File: src/rtl/uart_pkg.sv
// Shared types and constants for the UART transmit scheduler.
package uart_pkg;

  typedef enum logic [1:0] {
    IDLE = 2'd0,
    ARB  = 2'd1,
    LOAD = 2'd2,
    SEND = 2'd3
  } sched_state_t;

  localparam logic [7:0] UART_HDR_BASE   = 8'hA0;
  localparam int         UART_BAUD_COUNT = 868;

endpackage

File: src/rtl/uart_tx_sched_rr_arbiter.sv
// Combinational round-robin pick: first requester set, searching upward from last_grant+1.
module rr_arbiter #(
  parameter int NUM_REQ = 4,
  parameter int ID_W    = 2
) (
  input  logic [NUM_REQ-1:0] req,
  input  logic [ID_W-1:0]    last_grant,
  output logic [ID_W-1:0]    gnt_id,
  output logic               gnt_any
);

  int             idx;
  logic [ID_W-1:0] idx_w;

  always_comb begin
    gnt_id  = '0;
    gnt_any = 1'b0;
    idx     = 0;
    idx_w   = '0;
    for (int i = 1; i <= NUM_REQ; i++) begin
      idx   = (int'(last_grant) + i) % NUM_REQ;
      idx_w = idx[ID_W-1:0];
      if (!gnt_any && req[idx_w]) begin
        gnt_any = 1'b1;
        gnt_id  = idx_w;
      end
    end
  end

endmodule

File: src/rtl/uart_tx_sched.sv
// Round-robin, packet-atomic scheduler sharing one UART byte transmitter between requesters.
// Define UART_SCHED_HDR_EN to prefix every packet with header byte HDR_BASE | grant_id.
module uart_tx_sched
  import uart_pkg::*;
#(
  parameter int NUM_REQ = 4,
  parameter int ID_W    = 2
`ifdef UART_SCHED_HDR_EN
  , parameter logic [7:0] HDR_BASE = UART_HDR_BASE
`endif
) (
  input  logic                 CLK100MHZ,
  input  logic                 reset_n,
  input  logic [NUM_REQ-1:0]   req_valid,
  input  logic [8*NUM_REQ-1:0] req_data,
  input  logic [NUM_REQ-1:0]   req_last,
  output logic [NUM_REQ-1:0]   req_ready,
  output logic                 tx_en,
  output logic [7:0]           tx_data,
  input  logic                 tx_done,
  output logic [ID_W-1:0]      grant_id,
  output logic                 busy,
  output logic                 pkt_done,
  output sched_state_t         state_dbg
);

  // Handshake: a requester byte is consumed on the edge where the scheduler captures it;
  // req_ready is the registered 1-cycle notice of that capture, after which the requester
  // presents its next byte (or drops req_valid).

  sched_state_t        state_q, state_d;
  logic                tx_en_q, tx_en_d;
  logic [7:0]          tx_data_q, tx_data_d;
  logic [NUM_REQ-1:0]  req_ready_q, req_ready_d;
  logic [ID_W-1:0]     grant_id_q, grant_id_d;
  logic [ID_W-1:0]     last_grant_q, last_grant_d;
  logic                busy_q, busy_d;
  logic                pkt_done_q, pkt_done_d;
  logic [7:0]          nxt_data_q, nxt_data_d;
  logic                nxt_last_q, nxt_last_d;
  logic                nxt_valid_q, nxt_valid_d;
  logic                last_sent_q, last_sent_d;
  logic                last_acc_q, last_acc_d;
  logic                tx_done_q, tx_done_d;
`ifdef UART_SCHED_HDR_EN
  logic                hdr_pend_q, hdr_pend_d;
`endif

  logic [ID_W-1:0]     arb_id;
  logic                arb_any;
  logic                done_rise;
  logic                prefetch;
  logic                others_valid;
  logic [NUM_REQ-1:0]  grant_onehot;
  logic [7:0]          gnt_byte;

  rr_arbiter #(.NUM_REQ(NUM_REQ), .ID_W(ID_W)) u_arb (
    .req        (req_valid),
    .last_grant (last_grant_q),
    .gnt_id     (arb_id),
    .gnt_any    (arb_any)
  );

  always_comb begin
    state_d      = state_q;
    tx_en_d      = tx_en_q;
    tx_data_d    = tx_data_q;
    req_ready_d  = '0;
    grant_id_d   = grant_id_q;
    last_grant_d = last_grant_q;
    busy_d       = busy_q;
    pkt_done_d   = 1'b0;
    nxt_data_d   = nxt_data_q;
    nxt_last_d   = nxt_last_q;
    nxt_valid_d  = nxt_valid_q;
    last_sent_d  = last_sent_q;
    last_acc_d   = last_acc_q;
    tx_done_d    = tx_done;
`ifdef UART_SCHED_HDR_EN
    hdr_pend_d   = hdr_pend_q;
`endif

    // tx_done may sit high while tx_en is low, so only its rising edge is a completion.
    done_rise    = tx_done & ~tx_done_q;
    grant_onehot = NUM_REQ'(1) << grant_id_q;
    others_valid = |(req_valid & ~grant_onehot);
    gnt_byte     = req_data[{grant_id_q, 3'b000} +: 8];
    prefetch     = ((state_q == LOAD) || (state_q == SEND)) && !nxt_valid_q &&
                   req_valid[grant_id_q] && !last_acc_q;

    if (prefetch) begin
      req_ready_d = grant_onehot;
      nxt_data_d  = gnt_byte;
      nxt_last_d  = req_last[grant_id_q];
      nxt_valid_d = 1'b1;
      last_acc_d  = req_last[grant_id_q];
    end

    case (state_q)
      IDLE: begin
        tx_en_d = 1'b0;
        if (|req_valid) state_d = ARB;
      end
      ARB: begin
        if (arb_any) begin
          grant_id_d   = arb_id;
          last_grant_d = arb_id;
          busy_d       = 1'b1;
          last_sent_d  = 1'b0;
          last_acc_d   = 1'b0;
          nxt_valid_d  = 1'b0;
`ifdef UART_SCHED_HDR_EN
          hdr_pend_d   = 1'b1;
`endif
          state_d      = LOAD;
        end else begin
          state_d = IDLE;
        end
      end
      LOAD: begin
`ifdef UART_SCHED_HDR_EN
        if (hdr_pend_q) begin
          tx_data_d  = HDR_BASE | 8'(grant_id_q);
          tx_en_d    = 1'b1;
          hdr_pend_d = 1'b0;
          state_d    = SEND;
        end else
`endif
        if (nxt_valid_q) begin
          tx_data_d   = nxt_data_q;
          tx_en_d     = 1'b1;
          nxt_valid_d = 1'b0;
          last_sent_d = nxt_last_q;
          state_d     = SEND;
        end
      end
      SEND: begin
        if (done_rise) begin
          if (last_sent_q) begin
            pkt_done_d = 1'b1;
            busy_d     = 1'b0;
            tx_en_d    = 1'b0;
            state_d    = others_valid ? ARB : IDLE;
          end else if (nxt_valid_q) begin
            tx_data_d   = nxt_data_q;
            nxt_valid_d = 1'b0;
            last_sent_d = nxt_last_q;
          end else begin
            tx_en_d = 1'b0;
            state_d = LOAD;
          end
        end
      end
      default: state_d = IDLE;
    endcase
  end

  always_ff @(posedge CLK100MHZ or negedge reset_n) begin
    if (!reset_n) begin
      state_q      <= IDLE;
      tx_en_q      <= 1'b0;
      tx_data_q    <= '0;
      req_ready_q  <= '0;
      grant_id_q   <= '0;
      last_grant_q <= ID_W'(NUM_REQ - 1);
      busy_q       <= 1'b0;
      pkt_done_q   <= 1'b0;
      nxt_data_q   <= '0;
      nxt_last_q   <= 1'b0;
      nxt_valid_q  <= 1'b0;
      last_sent_q  <= 1'b0;
      last_acc_q   <= 1'b0;
      tx_done_q    <= 1'b0;
`ifdef UART_SCHED_HDR_EN
      hdr_pend_q   <= 1'b0;
`endif
    end else begin
      state_q      <= state_d;
      tx_en_q      <= tx_en_d;
      tx_data_q    <= tx_data_d;
      req_ready_q  <= req_ready_d;
      grant_id_q   <= grant_id_d;
      last_grant_q <= last_grant_d;
      busy_q       <= busy_d;
      pkt_done_q   <= pkt_done_d;
      nxt_data_q   <= nxt_data_d;
      nxt_last_q   <= nxt_last_d;
      nxt_valid_q  <= nxt_valid_d;
      last_sent_q  <= last_sent_d;
      last_acc_q   <= last_acc_d;
      tx_done_q    <= tx_done_d;
`ifdef UART_SCHED_HDR_EN
      hdr_pend_q   <= hdr_pend_d;
`endif
    end
  end

  assign tx_en     = tx_en_q;
  assign tx_data   = tx_data_q;
  assign req_ready = req_ready_q;
  assign grant_id  = grant_id_q;
  assign busy      = busy_q;
  assign pkt_done  = pkt_done_q;
  assign state_dbg = state_q;

endmodule

File: config.mk
export PLATFORM = sky130hd
export DESIGN_NAME = uart_tx_sched
export DESIGN_NICKNAME = d
export VERILOG_FILES = /design/src/rtl/uart_pkg.sv /design/src/rtl/uart_tx_sched_rr_arbiter.sv /design/src/rtl/uart_tx_sched.sv
export SDC_FILE = /design/constraint.sdc
export NUM_CORES = 1
export LEC_CHECK = 0
export CAP_MARGIN = 20
export CORE_MARGIN = 10
export CORE_UTILIZATION = 48
export DETAILED_ROUTE_END_ITERATION = 12
export PLACE_DENSITY = 0.95
export SETUP_SLACK_MARGIN = 0.3
export SLEW_MARGIN = 20
export SYNTH_ARGS = -nofsm -noshare
export SYNTH_HDL_FRONTEND = slang
export SYNTH_SLANG_ARGS = --single-unit
File: constraint.sdc
create_clock -name CLK100MHZ -period 2.81 [get_ports CLK100MHZ]
set_input_delay 0.562 -clock CLK100MHZ [delete_from_list [all_inputs] [get_ports CLK100MHZ]]
set_output_delay 0.562 -clock CLK100MHZ [all_outputs]
set_load 0.02 [all_outputs]
# Yosys cells after proc, flatten, opt, wreduce, memory -nomap -nowiden

Index checks and enable logic that the tools add are counted.

Add/sub/neg operators: 4
Bitwise logic cells: 4
Reduce and logical (&&, ||, !) cells: 25
Shifts and indexed selects: 2
Muxes and demuxes: 60
Magnitude comparators: 5
Equality and inequality tests: 10

Operator list:

| kind                | count |
|---|---|
| $mux 1              | 34 |
| $shiftx 32x6->8     | 1 |
| $mux 8              | 3 |
| $mux 2              | 10 |
| $pmux 8 s2          | 1 |
| $reduce_and 4->1    | 4 |
| $lt 2x3->1 const B  | 5 |
| $bmux 1 s2          | 6 |
| $ne 2x2->1 const B  | 6 |
| $pmux 1 s3          | 3 |
| $pmux 2 s4          | 1 |
| $reduce_or 4->1     | 2 |
| $logic_and 1x1->1   | 6 |
| $reduce_bool 3->1   | 2 |
| $logic_not 1->1     | 5 |
| $add 2x1->2 const B | 2 |
| $add 2x2->2 const B | 2 |
| $and 4x4->4         | 1 |
| $eq 2x2->1 const B  | 2 |
| $mux 4              | 1 |
| $not 4->4           | 1 |
| $reduce_bool 2->1   | 2 |
| $shl 1x2->4 const A | 1 |
| $ne 3x3->1 const B  | 1 |
| 8 further kinds     | 8 |

Word-level logic and storage cells: 124
Input port bits: 43
Register bits after elaboration: 34
Output and inout bits: 19

# Depth between registers and ports, before layout

Gate-level depths: netlist (run 1).

Depth after elaboration: 15
Depth in mapped cells: 6
Gate-level depth less buffers: 4

# By module

Synthesis (run 1) repeated with hierarchy kept, for this count alone.

Cells, all modules: 146
Area, all modules: 1793.0 um2

By module, submodules not included:

| module        | area an instance (um2) | seq. area each (um2) | instances | cells an instance |
|---|---|---|---|---|
| uart_tx_sched | 1701.6                 | 853.3                | 1         | 132 |
| rr_arbiter    | 91.3                   | 0.0                  | 1         | 14 |

# Worst setup path before layout (run 1)

OpenSTA, ideal clock, no wires.

Path type: input port to flip-flop
From: in req_valid[3]
To: reg nxt_data_q[0]
Library setup time: 0.125 ns
Stages: 5
Data arrival time: 1.737 ns
Slack: 0.948 ns
Buffers on the path: 2
Path through: buf_4 -> mux4_2 -> nand2_4 -> buf_12 -> mux2_4

Cells in the longest elaborated chain, start to end: 4

RTL lines:

| what                         | RTL line             | RTL |
|---|---|---|
| start, declared              | uart_tx_sched.sv:14  | `input logic [NUM_REQ-1:0] req_valid,` |
| $bmux 1 s2                   | uart_tx_sched.sv:89  | `req_valid[grant_id_q] && !last_acc_q;` |
| $mux 1 (implied by the code) | uart_tx_sched.sv:89  |  |
| $logic_and 1x1->1            | uart_tx_sched.sv:88  | `prefetch = ((state_q == LOAD) \|\| (state_q == SEND)) && !nxt_valid_q &&` |
| $logic_and 1x1->1            | uart_tx_sched.sv:89  |  |
| end signal, assigned         | uart_tx_sched.sv:186 | `nxt_data_q <= nxt_data_d;` |
| end, declared                | uart_tx_sched.sv:39  | `logic [7:0] nxt_data_q, nxt_data_d;` |

Every way passes these cells. The select of a mux whose other input is x is not followed.
A chain may end at the register's enable or synchronous reset.

# Worst setup path after layout (run 1)

From: reg grant_id_q[0] (netlist: grant_id[0])
To: out grant_id[0]

RTL lines:

| what                   | RTL line             | RTL |
|---|---|---|
| start, declared        | uart_tx_sched.sv:35  | `logic [ID_W-1:0] grant_id_q, grant_id_d;` |
| start signal, assigned | uart_tx_sched.sv:182 | `grant_id_q <= grant_id_d;` |
| end, declared          | uart_tx_sched.sv:21  | `output logic [ID_W-1:0] grant_id,` |

No word-level cell between the ends.

==> results of run 1 <==
-- final cells by class --
cell class	instances	area, um^2
well taps	48	60.1
inverters	6	22.5
fillers	286	1160
flip-flops and latches	34	853
clock buffers	8	90.1
multi-input cells	82	813
repair buffers	64	633
-- report_power, final --
group	internal, mW	leakage, nW	total, mW	switching (mW)
logic	0.721	0.576	1.27	0.549
registers	0.718	0.408	0.929	0.211
clock network	0.200	0.0455	0.361	0.161
-- path summary, 6_finish.rpt --
check                             endpoint  cells past startpoint           from
setup / recovery               grant_id[0]                      1    grant_id[0]
hold / removal               nxt_data_q[6]                      1  nxt_data_q[6]
setup reg to reg                last_acc_q                      4    grant_id[0]
hold reg to reg              nxt_data_q[6]                      1  nxt_data_q[6]
max in group asynchronous  last_grant_q[1]                      2        reset_n
min in group asynchronous      last_sent_q                      2        reset_n
-- sequential cells by signal, summed over array words and instances, names as in the netlist --
name and cells:
nxt_valid_q 1, last_acc_q 1, tx_done_q 1, state_dbg 2
grant_id 2, tx_en 1, busy 1, tx_data 8
last_grant_q 2, req_ready 4, last_sent_q 1, nxt_data_q 8
pkt_done 1, nxt_last_q 1
-- layer usage --
metal | up-vias | track usage
li1 | 618 | -
met1 | 637 | 0.183
met2 | 51 | 0.217
met3 | 6 | 0.0541
met4 | 0 | 0.0571
met5 | - | 0
-- logic make-up after synthesis --
logic type             after synthesis
AO/OA/AOI/OAI                       27
buffers and inverters               16
flip-flops                          34
multiplexers                        30
AND/OR/NAND/NOR                     25
-- cell usage after synthesis, drive strengths merged (2+ instances only) --
library cell,number
o211ai,2
buf,9
dfstp,2
a31oi,2
nor2,4
nor4,2
mux2i,3
nor3,2
inv,6
mux2,17
o21a,3
o21ai,7
mux4,10
nand2,6
and4,3
dfrtp,32
nand2b,2
o22ai,2
nor2b,2
-- metrics by stage --
step           hold slack (ns)  cells  utilization
2_1_floorplan            0.266    132            -
3_3_place_gp             0.482    234        0.656
3_5_place_dp             0.488    234        0.656
4_1_cts                  0.503    242        0.680
5_1_grt                  0.518    242        0.680
6_report                 0.504    242        0.680
==> flow_metrics.py, run 1 <==
metrics = {
    "layout": {
        "drive_gt1_frac": 0.211,
        "final_cell_mix": "clkdlybuf4s50_1 (61), dfrtp_1 (32), mux2_2 (11)",
        "final_nets": 236,
        "final_common_cell": "clkdlybuf4s50_1",
        "n_antenna_cell": 0,
        "area_delta_synth_final_pct": 39.2,
        "final_cell_area_um2": 2470,
    },
    "placed_design": {
        "place_area_um2": 2380,
        "pre_cts_ws_ns": 0.411,
        "place_hpwl_um": 3480,
        "portBuffers": 61,
        "gp_congestion": 0.861,
    },
    "global_route": {
        "track_usage": 0.144,
        "grt_max_degree": 35,
        "grt-ovfl-total": 0,
        "antenna_found_initial": 0,
        "grt_pass1_wl_um": 7280,
        "grt_pass1_vias": 1367,
    },
    "synthesis": {
        "yosysWarnings": 0,
        "synth.avg_cell_area_um2": 13.5,
        "synthSimpleGateAreaFrac": 0.0873,
        "yosys_register_bits": 34,
        "synth_top_cell_area_share": 0.451,
        "synth_area_leader_cell": "dfrtp_1",
        "synth_async_sr_flop_share": 1.00,
        "seq_area_frac_synth": 0.480,
        "synth_edf_count": 0,
        "syn-num-nets": 175,
        "synthXorXnorAreaFrac": 0,
        "synth_ff_type": "dfrtp_1",
        "synth.area.top_cells": "dfrtp_1 (45%), mux4_2 (13%), mux2_2 (7.0%)",
        "syn_inst": 132,
        "ys_types": 42,
        "synth_area_um2": 1780,
        "synth_fa_ha_area_frac": 0,
        "muxShareOfSynthArea": 0.264,
        "synth_compound_area_frac": 0.106,
        "synth_top_family_by_area": "multiplexers",
    },
    "timing": {
        "min_period_ns": 2.19,
        "finalSetupViolations": 0,
        "tns_ns": 0,
        "tightest_slew_ns": 0.498,
        "max_freq_mhz": 457,
        "fin_crit_sh": 0.778,
        "hold_viol_final": 0,
        "fin_worst_skew_ns": 0.00362,
        "slew_headroom": 0.668,
        "slew_violations": 0,
        "rsz0062_at_grt": "false",
        "setup_ws_ns": 0.623,
    },
    "clock_network": {
        "cts_resized": 0,
        "cts.sinks": 34,
        "cts_hold_buf": 0,
        "cts_tree": "built",
        "htreeDepth": 2,
        "clk_latency_ns": 0.28,
        "clock_path_buffers": 2,
        "clock-root-buffer": "clkbuf_8",
        "cts_made_buffers": 5,
        "clk_pin_slew_ns": 0.06,
        "post_cts_buffers": 0,
    },
    "power": {
        "p_per_area_nw_per_um2": 1040,
        "leakagePower_nw": 1.03,
        "irDropWorstVdd_uv": 548,
        "power_mw": 2.56,
    },
    "route": {
        "viasPerCell": 5.42,
        "vias": 1312,
        "drt.antenna.violating_nets": 0,
        "drt_iter0_drc": 98,
        "m1WireLength_um": 2040,
        "wl_met2_um": 2050,
        "top_layer": "met4",
        "dr_wl_met3_um": 352,
        "drc": 0,
        "drt_first_pass_iters": 4,
        "wl_um": 4520,
        "routedWlPerCell_um": 18.7,
    },
    "floorplanning": {
        "core_um2": 3630,
        "start_util": 0.489,
        "dieHeight_um": 80.8,
        "dieArea_um2": 6540,
        "die_w_um": 80.8,
        "rows": 22,
        "ioPinCount": 62,
    },
    "worst_setup_path": {
        "path_delay_family": "buffers and inverters",
        "worst_ep_arrival_time_ns": 1.62,
        "critPathRequiredTime_ns": 2.25,
        "crit_buf_inv": 1,
        "path_cells": "clkdlybuf4s50_1",
        "critPathCaptureType": "primary output",
        "r2r_slack_ns": 0.91,
        "cp-start-kind": "flip-flop",
        "critical_path.max_stage_delay_ns": 0.70,
        "setup.worst_path.class": "reg2out",
        "worst-path-max-fanout": 12,
        "crit_slowest_cell": "clkdlybuf4s50_1",
    },
    "min_path": {
        "hold_class": "reg2reg",
    },
    "status": {
        "status": "complete, no violations",
    },
    "flow_run": {
        "maxCapViolCount": 0,
    },
}
Note: power is estimated with default switching activity, not from simulation.
==> run 2: changes to the inputs <==
Settings changed: CORE_UTILIZATION 48 to 40, PLACE_DENSITY 0.95 to 0.86.
Clock period 2.81 ns to 1.8 ns, I/O delays scaled along.
==> flow_metrics.py, run 2 (synthesized netlist as in run 1, its figures left out) <==
metrics = {
    "status": {
        "status": "complete, no violations",
    },
    "worst_setup_path": {
        "worst_ep_arrival_time_ns": 1.75,
        "worst-path-max-fanout": 7,
        "setup.worst_path.class": "reg2reg",
        "critical_path.max_stage_delay_ns": 0.62,
        "path_delay_family": "multiplexers",
        "path_cells": "mux4_2 > nand2_8 > mux2_4",
        "cp-start-kind": "flip-flop",
        "critPathCaptureType": "flip-flop",
        "critPathRequiredTime_ns": 1.98,
        "crit_start": "grant_id[1]",
        "worstReg2RegStart": "grant_id[1]",
        "crit_slowest_cell": "mux4_2",
        "crit_buf_inv": 0,
        "r2r_slack_ns": 0.23,
    },
    "global_route": {
        "grt_pass1_wl_um": 7620,
        "grt_pass1_vias": 1499,
        "grt-ovfl-total": 0,
        "grt_max_degree": 35,
        "track_usage": 0.129,
        "antenna_found_initial": 0,
    },
    "floorplanning": {
        "core_um2": 4320,
        "ioPinCount": 62,
        "die_w_um": 86.6,
        "dieArea_um2": 7510,
        "start_util": 0.411,
        "rows": 24,
        "dieHeight_um": 86.6,
    },
    "route": {
        "routedWlPerCell_um": 18.3,
        "drt_iter0_drc": 71,
        "wl_um": 4890,
        "drt.antenna.violating_nets": 0,
        "drt_first_pass_iters": 4,
        "viasPerCell": 5.39,
        "vias": 1438,
        "drc": 0,
    },
    "timing": {
        "slew_headroom": 0.762,
        "fin_worst_skew_ns": 0.00453,
        "fin_crit_sh": 0.872,
        "tightest_slew_ns": 0.351,
        "rsz0062_at_grt": "true",
        "max_freq_mhz": 637,
        "hold_viol_final": 0,
        "finalSetupViolations": 0,
        "slew_violations": 0,
        "setup_ws_ns": 0.230,
        "min_period_ns": 1.57,
    },
    "placed_design": {
        "gp_congestion": 0.891,
        "place_hpwl_um": 3650,
        "dp.cells": 252,
        "pre_cts_ws_ns": -0.282,
        "portBuffers": 61,
    },
    "min_path": {
        "hp-start": "tx_done",
        "hold_class": "in2reg",
    },
    "layout": {
        "final_cell_mix": "clkdlybuf4s50_1 (37), dfrtp_1 (29), dlygate4sd2_1 (21)",
        "postLayoutCoreUtil": 0.622,
        "drive_gt1_frac": 0.330,
        "final_nets": 257,
        "n_antenna_cell": 0,
        "final_common_cell": "clkdlybuf4s50_1",
        "layout.cells.non_filler": 267,
        "area_delta_synth_final_pct": 51.3,
    },
    "clock_network": {
        "clk_pin_slew_ns": 0.07,
        "cts_made_buffers": 5,
        "clock_path_buffers": 2,
        "clk_latency_ns": 0.29,
        "cts.sinks": 34,
        "htreeDepth": 2,
        "cts_tree": "built",
        "clock-root-buffer": "clkbuf_8",
    },
    "power": {
        "p_per_area_nw_per_um2": 1610,
        "irDropWorstVdd_uv": 989,
        "leakagePower_nw": 1.21,
    },
    "flow_run": {
        "maxCapViolCount": 0,
    },
}
[run 2: cell types whose count changed in the layout (fill, tap and decap cells not counted), moves of 2 or more]
| cell | previous run | this run |
|---|---|---|
| mux2_4 | 6 | 9 |
| mux2_2 | 11 | 8 |
| dfrtp_1 | 32 | 29 |
| dlygate4sd2_1 | 0 | 21 |
| clkbuf_2 | 0 | 2 |
| nor2b_2 | 0 | 2 |
| nor2b_1 | 2 | 0 |
| dfrtp_2 | 0 | 3 |
| buf_12 | 0 | 3 |
| clkdlybuf4s50_1 | 61 | 37 |
| buf_4 | 3 | 20 |
[run 2: final cells by class]
class                           instances  area (um^2)
Multi-Input combinational cell         83          867
Inverter                                6         22.5
Clock inverter                          1         5.00
Sequential cell                        34          857
Tap cell                               52         65.1
Clock buffer                            7         86.3
Timing Repair Buffer                   84          785
Fill cell                             341         1640
[run 2: worst register-to-register path, cell delays in order (launching register included)]
cell and delay [ns]:
dfrtp_2 0.37, mux4_2 0.62, nand2_8 0.15, mux2_4 0.31
[run 2: final timing paths]
| kind | endpoint | cells past startpoint |
|---|---|---|
| setup / recovery | nxt_data_q[6] | 3 |
| hold / removal | tx_done_q | 2 |
| setup reg to reg | nxt_data_q[6] | 3 |
| hold reg to reg | tx_data[7] | 1 |
| max in group asynchronous | last_grant_q[0] | 2 |
| min in group asynchronous | tx_data[3] | 2 |
[run 2: repair_timing]
action	4_1_cts	5_1_grt
endpoints found under the setup margin	44	29
hold buffers	0	0
pin swaps	2	3
gates resized for setup	33	9
setup buffers	2	4
gates cloned	1	0
[run 2: per-stage QoR]
stage / power (mW) / area (um^2) / hold WS (ns) / setup TNS, ns
CTS: 4.24 / 2650 / 0.427 / 0
finish: 4.32 / 2690 / 0.428 / 0
detailed placement: 3.62 / 2520 / 0.493 / -3.19
global placement: 3.53 / 2520 / 0.487 / -2.49
floorplan: 2.85 / 1790 / 0.0644 / 0
global route: 4.61 / 2690 / 0.441 / 0
[run 2: power breakdown]
| part | leakage (nW) | switching (mW) | internal (mW) |
|---|---|---|---|
| registers | 0.405 | 0.260 | 1.13 |
| logic | 0.758 | 1.07 | 1.29 |
| clock network | 0.0482 | 0.267 | 0.308 |
[run 2: metal layers]
metal,part of all wire,GRT usage
met3,0.072,0.0403
met1,0.39,0.147
met2,0.53,0.217
met4,0.012,0.0560
met5,0,0
==> run 3: changes to the inputs <==
Settings changed: CORE_MARGIN 10 to 2.
==> flow_metrics.py, run 3 (synthesized netlist as in run 1, its figures left out) <==
metrics = {
    "worst_setup_path": {
        "worstReg2RegStart": "grant_id[0]",
        "critPathRequiredTime_ns": 1.96,
        "setup.worst_path.class": "reg2reg",
        "crit_start": "grant_id[0]",
        "worst_ep_arrival_time_ns": 1.75,
        "r2r_slack_ns": 0.21,
        "cp-start-kind": "flip-flop",
        "r2r_end": "nxt_data_q[3]",
        "critPathCaptureType": "flip-flop",
        "r2r_cells": 3,
        "worst-path-max-fanout": 8,
    },
    "global_route": {
        "grt-ovfl-total": 0,
        "grt_max_degree": 35,
        "track_usage": 0.189,
        "grt_pass1_vias": 1485,
        "antenna_found_initial": 0,
        "grt_pass1_wl_um": 7290,
    },
    "power": {
        "power_mw": 4.42,
        "irDropWorstVdd_uv": 1070,
        "p_per_area_nw_per_um2": 1630,
        "leakagePower_nw": 1.24,
    },
    "clock_network": {
        "htreeDepth": 2,
        "cts_hold_buf": 0,
        "clk_latency_ns": 0.29,
        "clk_pin_slew_ns": 0.07,
        "cts_made_buffers": 5,
        "cts_tree": "built",
        "clock-root-buffer": "clkbuf_8",
        "cts.sinks": 34,
        "clock_path_buffers": 2,
    },
    "timing": {
        "fin_worst_skew_ns": 0.0128,
        "finalSetupViolations": 0,
        "slew_headroom": 0.713,
        "min_period_ns": 1.59,
        "rsz0062_at_grt": "true",
        "setup_ws_ns": 0.208,
        "slew_violations": 0,
        "hold_viol_final": 0,
        "max_freq_mhz": 628,
        "tightest_slew_ns": 0.431,
        "fin_crit_sh": 0.884,
    },
    "layout": {
        "postLayoutCoreUtil": 0.628,
        "final_cell_mix": "clkdlybuf4s50_1 (37), dfrtp_1 (30), buf_4 (24)",
        "area_delta_synth_final_pct": 52.7,
        "n_fill_cell": 348,
        "final_nets": 260,
        "final_common_cell": "clkdlybuf4s50_1",
        "final_cell_area_um2": 2710,
        "drive_gt1_frac": 0.344,
        "n_antenna_cell": 0,
    },
    "route": {
        "drt_iter0_drc": 46,
        "drt.antenna.violating_nets": 0,
        "drc": 0,
        "wl_um": 4500,
        "drt_first_pass_iters": 4,
        "vias": 1456,
        "routedWlPerCell_um": 16.7,
        "viasPerCell": 5.39,
    },
    "placed_design": {
        "place_hpwl_um": 3240,
        "portBuffers": 61,
        "gp_congestion": 0.878,
        "place_area_um2": 2530,
        "pre_cts_ws_ns": -0.294,
    },
    "floorplanning": {
        "start_util": 0.411,
        "ioPinCount": 62,
        "dieArea_um2": 4990,
        "core_um2": 4320,
        "dieHeight_um": 70.6,
        "rows": 24,
        "die_w_um": 70.6,
    },
    "flow_run": {
        "maxCapViolCount": 0,
    },
    "min_path": {
        "hold_class": "in2async",
    },
    "status": {
        "status": "complete, no violations",
    },
}
## run 3: what timing repair did
action | CTS | global route
setup endpoints to repair | 44 | 26
gates cloned | 1 | 0
buffers inserted | 4 | 1
gates resized for setup | 33 | 10
pin swaps | 3 | 7
## run 3: final cells by class
| cell class | instances | area (um^2) | share of cell area |
|---|---|---|---|
| Clock buffer | 7 | 86.3 | 0.0318 |
| Clock inverter | 1 | 30.0 | 0.0111 |
| Inverter | 6 | 22.5 | 0.00830 |
| Multi-Input combinational cell | 83 | 877 | 0.323 |
| Sequential cell | 34 | 856 | 0.315 |
| Tap cell | 52 | 65.1 | 0.0240 |
| Timing Repair Buffer | 87 | 777 | 0.286 |
## run 3: per-layer routing
| metal | track usage | share of wire | vias up |
|---|---|---|---|
| met5 | 0 | 0 | - |
| met4 | 0.0713 | 0.026 | 0 |
| met3 | 0.0598 | 0.071 | 12 |
| met2 | 0.323 | 0.51 | 54 |
| met1 | 0.223 | 0.40 | 726 |
| li1 | - | - | 664 |
## run 3: critical path, stage by stage (launching register included)
cell     delay (ns)
dfrtp_2        0.45
buf_4          0.21
mux4_2         0.53
mux2_4         0.28
## run 3: power breakdown
group | total (mW) | switching (mW) | internal (mW) | leakage [nW]
combinational | 2.32 | 1.07 | 1.25 | 0.771
sequential | 1.38 | 0.253 | 1.13 | 0.406
clock | 0.717 | 0.266 | 0.451 | 0.0585
total | 4.42 | 1.59 | 2.83 | 1.24
## run 3: worst max-delay path by stage
stage / depth (start not counted) / slack [ns] / to
after floorplan: 5 / 0.09 / nxt_data_q[0]
after global placement: 4 / -0.22 / nxt_data_q[7]
after detailed placement: 4 / -0.29 / nxt_data_q[5]
after CTS: 2 / 0.17 / grant_id[1]
after global routing: 3 / 0.18 / nxt_data_q[3]
final: 3 / 0.21 / nxt_data_q[3]
## run 3: metrics by stage
step,setup TNS [ns],cells,hold slack (ns)
final,0,270,0.487
after CTS,0,269,0.420
after floorplan,0,132,0.0644
after global placement,-3.14,256,0.485
after global routing,0,270,0.507
after detailed placement,-4.35,256,0.492
